==> src/rtl/fifo_stream_adapter.sv <==
`default_nettype none
// ==================================================================
// Module : fifo_stream_adapter
// Credit-based FIFO read port to registered valid/ready stream.
// Rev    : 1.0
// ==================================================================
module fifo_stream_adapter #(
  parameter int DATA_WIDTH = 8,
  parameter int RD_LATENCY = 1,
  parameter int SKID_DEPTH = 3
) (
  input  logic                              CLK,
  input  logic                              RST,
  input  logic                              FIFO_EMPTY,
  output logic                              FIFO_REN,
  input  logic [DATA_WIDTH-1:0]             FIFO_R_DATA,
  output logic                              M_VALID,
  input  logic                              M_READY,
  output logic [DATA_WIDTH-1:0]             M_DATA,
  output logic [$clog2(SKID_DEPTH+1)-1:0]   LEVEL
);

  localparam int LVL_W = $clog2(SKID_DEPTH + 1);
  localparam int PTR_W = (SKID_DEPTH > 1) ? $clog2(SKID_DEPTH) : 1;
  localparam int SUM_W = LVL_W + 1;

  logic [DATA_WIDTH-1:0] mem_q [SKID_DEPTH];
  logic [PTR_W-1:0]      rd_ptr_q, rd_ptr_d;
  logic [PTR_W-1:0]      wr_ptr_q, wr_ptr_d;
  logic [LVL_W-1:0]      count_q, count_d;
  logic [RD_LATENCY-1:0] pipe_q, pipe_d;
  logic [SUM_W-1:0]      inflight_w;
  logic [SUM_W-1:0]      used_w;
  logic                  ren_w;
  logic                  arrive_w;
  logic                  pop_w;

  function automatic logic [PTR_W-1:0] ptr_inc(input logic [PTR_W-1:0] p);
    return (p == PTR_W'(SKID_DEPTH - 1)) ? '0 : p + PTR_W'(1);
  endfunction

  // Credits cover both buffered and in-flight words, so a read is only
  // issued when its data is guaranteed a slot, independent of M_READY.
  always_comb begin
    inflight_w = '0;
    for (int i = 0; i < RD_LATENCY; i++) begin
      inflight_w = inflight_w + SUM_W'(pipe_q[i]);
    end
  end

  assign used_w   = SUM_W'(count_q) + inflight_w;
  assign ren_w    = !RST && !FIFO_EMPTY && (used_w < SUM_W'(SKID_DEPTH));
  assign arrive_w = pipe_q[RD_LATENCY-1] && !RST;
  assign pop_w    = M_VALID && M_READY;

  always_comb begin
    pipe_d   = RD_LATENCY'({pipe_q, ren_w});
    count_d  = count_q;
    wr_ptr_d = wr_ptr_q;
    rd_ptr_d = rd_ptr_q;
    if (arrive_w && !pop_w) begin
      count_d = count_q + LVL_W'(1);
    end else if (!arrive_w && pop_w) begin
      count_d = count_q - LVL_W'(1);
    end
    if (arrive_w) begin
      wr_ptr_d = ptr_inc(wr_ptr_q);
    end
    if (pop_w) begin
      rd_ptr_d = ptr_inc(rd_ptr_q);
    end
  end

  always_ff @(posedge CLK) begin
    if (RST) begin
      pipe_q   <= '0;
      count_q  <= '0;
      wr_ptr_q <= '0;
      rd_ptr_q <= '0;
    end else begin
      pipe_q   <= pipe_d;
      count_q  <= count_d;
      wr_ptr_q <= wr_ptr_d;
      rd_ptr_q <= rd_ptr_d;
    end
  end

  always_ff @(posedge CLK) begin
    if (arrive_w) begin
      mem_q[wr_ptr_q] <= FIFO_R_DATA;
    end
  end

  always_ff @(posedge CLK) begin
    if (arrive_w) begin
      assert (count_q < LVL_W'(SKID_DEPTH));
    end
  end

  assign FIFO_REN = ren_w;
  assign M_VALID  = (count_q != '0);
  assign M_DATA   = mem_q[rd_ptr_q];
  assign LEVEL    = count_q;

endmodule
`default_nettype wire

==> config.mk <==
export PLATFORM = sky130hd
export DESIGN_NAME = fifo_stream_adapter
export DESIGN_NICKNAME = d
export VERILOG_FILES = /design/src/rtl/fifo_stream_adapter.sv
export SDC_FILE = /design/constraint.sdc
export NUM_CORES = 1
export LEC_CHECK = 0
export BUFFER_PORTS_ARGS = -buffer_cell sky130_fd_sc_hd__buf_2
export CELL_PAD_IN_SITES_DETAIL_PLACEMENT = 1
export CELL_PAD_IN_SITES_GLOBAL_PLACEMENT = 2
export CORE_UTILIZATION = 39
export DETAILED_ROUTE_END_ITERATION = 7
export PLACE_DENSITY_LB_ADDON = 0.1
export SYNTH_ARGS = -nofsm -noshare
export SYNTH_HDL_FRONTEND = slang
export SYNTH_SLANG_ARGS = --single-unit
==> constraint.sdc <==
create_clock -name CLK -period 2.5 [get_ports CLK]
set_input_delay 0.125 -clock CLK [delete_from_list [all_inputs] [get_ports CLK]]
set_output_delay 0.125 -clock CLK [all_outputs]
set_load 0.1 [all_outputs]
* Yosys cells after proc, flatten, opt, wreduce, memory -nomap -nowiden
Memory sizes are Yosys's and may differ from the RTL's. A register that Yosys moved wholly into a read port is not among the register bits.
Index checks and enable logic that the tools add are counted.
** Storage, ports and cells
- Flip-flop bits (word level) :: 7
- Input port bits :: 12
- Memories :: 1
- RAM bits :: 24
- Logic and storage cells :: 33
- Output and inout bits :: 12
** Operators by class
- Reductions and logical operators :: 12
- $lt $le $gt $ge :: 1
- Equality and inequality tests :: 2
- Add/subtract/negate cells :: 5
- Muxes and demuxes :: 8
** Memories
- mem_q :: words 3, width 8, read ports 1, clocked after Yosys merged registers in 1, write ports 1, line 27 : logic [DATA_WIDTH-1:0] mem_q [SKID_DEPTH];
** Operator list (number)
- 2-to-1 mux 2 bit :: 6
- adder 2 x 1 -> 2 bit (second input constant) :: 3
- logical AND 1 bit :: 6
- equality test 2 bit (second input constant) :: 2
- zero test 1 bit :: 4
- nonzero test 2 bit :: 2
- adder 2 x 1 -> 3 bit :: 1
- less-than comparator 3 x 2 -> 1 bit (second input constant) :: 1
- 2-to-1 mux 1 bit :: 2
- subtractor 2 x 1 -> 2 bit (second input constant) :: 1

* Depth between registers and ports, before layout
- Depth after elaboration :: 6
- Mapped depth :: 7
- Gate-level depth less buffers :: 6

* Worst setup path before layout
Ideal clock, no wire load.
- Kind :: reg2out
- Start :: register count_q[0] (netlist: LEVEL[0])
- End :: output port FIFO_REN
- Buffers on the path :: 0
- Arrival :: 6.272 ns
- Stages on the path, launching flop included :: 4
- Data required time :: 2.375 ns
- Setup slack :: -3.897 ns
- Cells stage by stage :: dfxtp_1 -> ha_1 -> ha_1 -> a2111oi_0
** On the way
- Longest elaborated chain between the ends :: 3
** Ends and longest elaborated chain
- start, declared :: line 30 : logic [LVL_W-1:0] count_q, count_d;
- start signal, assigned :: line 82 : count_q <= count_d;
- adder 2 x 1 -> 3 bit :: line 51 : assign used_w = SUM_W'(count_q) + inflight_w;
- less-than comparator 3 x 2 -> 1 bit :: line 52 : assign ren_w = !RST && !FIFO_EMPTY && (used_w < SUM_W'(SKID_DEPTH));
- logical AND 1 bit :: line 52
- end, declared :: line 15 : output logic FIFO_REN,
No other way between the ends.

* Worst setup path after layout
- Start :: register pipe_q
- End :: output port FIFO_REN
** On the way
- Longest elaborated chain between the ends :: 3
** Ends and longest elaborated chain
- start, declared :: line 31 : logic [RD_LATENCY-1:0] pipe_q, pipe_d;
- start signal, assigned :: line 81 : pipe_q <= pipe_d;
- adder 2 x 1 -> 3 bit :: line 51
- less-than comparator 3 x 2 -> 1 bit :: line 52
- logical AND 1 bit :: line 52
No other way between the ends.

==> results.toml <==
[status]
status = "complete, no violations"

[finish]
final_cell_area_um2 = 1604
num_antenna_cells = 0
layout_commonest_cell = "edfxtp_1"
final_cell_mix = "edfxtp_1, buf_2, nand2_1"
final_core_utilization = 0.5211
syn2layout_area_growth_pct = 25.93
nNetsFinal = 143
drive_gt1_frac = 0.2946

[routing]
final_antenna_net_count = 0
drt_wl_total_mm = 2.358
route.detailed.drc = 0
via_per_inst = 4.740
detailroute.via_count = 820
detail_route.wl_per_cell_um = 13.63
detailedRoute.firstPassIterationCount = 4
drt-initial-drc-count = 17

[clock_tree]
postCtsSetupRepairBufs = 0
insertion_delay_ps = 320
clk_path_buf_depth = 2
cts.sink_count = 33
tritoncts = "done"
htree_num_levels = 2
numCtsBuffers = 5
cts-root-buf = "clkbuf_4"
hold_buffers = 8
postCtsResizedCells = 0
clk_transition_reported_paths_ps = 90

[timing]
period_needed_ps = 2105
achievable-frequency_ghz = 0.4752
finalHoldViolations = 0
finalSetupViolations = 0
finalSetupTns_ps = 0
timing.hold.ws_ps = 23.37
period_share = 0.8418
fin_skew_ps = 4.067
transition_time_at_the_pin_with_the_least_slew_margin_ps = 503.3
rsz0062_at_grt = "no"
max_slew_margin = 0.6640
maxSlewViolCount = 0

[worst_hold_path]
min-delay-path-class = "in -> reg"

[yosys]
number_of_enable_flip_flop_cells_after_synthesis = 24
synth_largest_type_area_fraction = 0.5658
yosys.area.top_type = "edfxtp_1"
count_of_unique_library_cells_instantiated_by_yosys = 22
leading_post_synthesis_cells_by_cell_area = "edfxtp_1, dfxtp_1, mux2i_1"
synth-seq-area-share = 0.7073
synth-seq-cells = 33
syn_inst = 90
post_synth_instance_area_um2 = 1274
postSynthNetCount = 105
synth_flop_cell = "edfxtp_1"
avgSynthCellArea_um2 = 14.15
synth_warnings = 0
postSynth.asyncResetShare = 0

[global_route]
globalRouteMet3Util = 0.06550
gr-usage-met1 = 0.1486
grt.overflow.total = 0
gr-max-usage-layer = "met2"
grt_max_degree = 17
met2_usage = 0.2695
grt_first_pass_wirelength_mm = 3.553
grt_util_all_layers = 0.1506
number_of_antenna_violations_at_the_first_check_in_global_routing = 0
grt_pass1_vias = 788

[critical_path]
endpoint_kind = "output pin"
worst-endpoint-arrival_ps = 1980
critical_path_peak_fanout = 5
crit_required_ps = 2380
timing_worst_setup_path_type = "reg -> out"
worstSetupStartpointType = "register"

[power_and_ir_drop]
peakVddDrop_uv = 1166
p_leak_nw = 0.5872
p_per_area_nw_per_um2 = 1075
report.power.total_mw = 1.725

[placed_design]
post_dp_hpwl_mm = 1.607
port_buffers = 23
place_area_um2 = 1474
routabilityCongestion = 0.6325

[floorplan]
die_width_um = 59.15
core_area_um2 = 3078
starting_density = 0.4138
fp-row-count = 20
floorplan.die.height_um = 59.15
die_area_um2 = 3499
ioPinCount = 24

[flow_run]
drv.max_cap_violation_count = 0
[where the power goes]
part / switching (mW) / internal [mW] / total (mW)
Combinational: 0.596 / 0.158 / 0.754
Sequential: 0.0685 / 0.633 / 0.701
Clock: 0.168 / 0.102 / 0.269
[sequential cells by signal, summed over array words and instances (netlist names), named ones only]
signal and flops:
pipe_q 1, LEVEL 2, rd_ptr_q 2, wr_ptr_q 2, mem_q 24
[stage by stage]
stage,setup slack (ps),cells
after global placement,793.2,157
final,395.5,173
after floorplan,-202.7,90
after global routing,288.9,173
after CTS,367.4,173
after detailed placement,743.3,157
[logic make-up (layout without fill, tap and decap cells)]
kind of cell,after synthesis,in the layout,share of synthesized area
flip-flops,33,33,0.7073
multiplexers,10,10,0.07957
AO/OA/AOI/OAI,15,15,0.07073
buffers and inverters,4,43,0.01277
AND/OR/NAND/NOR,23,23,0.08644
adder cells (fa/ha/maj),3,3,0.02947
XOR/XNOR,2,2,0.01375
[worst paths after layout]
kind,startpoint,end,slack (ps),cells after the start
setup / recovery,pipe_q$_SDFF_PP0_,FIFO_REN,400,4
hold / removal,FIFO_EMPTY,pipe_q$_SDFF_PP0_,20,2
setup reg to reg,LEVEL[1]$_SDFFE_PP0P_,LEVEL[1]$_SDFFE_PP0P_,1010,4
hold reg to reg,rd_ptr_q[0]$_SDFFE_PP0P_,rd_ptr_q[0]$_SDFFE_PP0P_,500,2
[metal layers]
| layer | up-vias | share of wire |
|---|---|---|
| met4 | 0 | 0.016 |
| li1 | 406 | - |
| met1 | 388 | 0.41 |
| met5 | - | 0 |
| met2 | 20 | 0.53 |
| met3 | 6 | 0.050 |
[critical path: stages, from the launching register on]
cell and delay [ps]:
dfxtp_1 370, ha_1 210, ha_1 320, a2111oi_4 280
buf_2 470
[Yosys cell counts, types with 2 or more instances]
cell type,n
nor2_1,4
nor3b_1,2
mux2i_1,9
edfxtp_1,24
nand2_1,11
xor2_1,2
o21ai_0,9
or3_1,2
a2111oi_0,2
dfxtp_1,9
ha_1,3
clkbuf_1,2
a21oi_1,2
[final cells by class]
| cell class | instances | area [µm²] |
|---|---|---|
| Clock buffer | 5 | 37.54 |
| Clock inverter | 3 | 12.51 |
| Fill cell | 321 | 1474 |
| Inverter | 1 | 3.754 |
| Multi-Input combinational cell | 53 | 375.4 |
| Sequential cell | 33 | 902.1 |
| Tap cell | 44 | 55.05 |
| Timing Repair Buffer | 34 | 217.7 |
No activity file was read; power rests on OpenSTA's default activity.
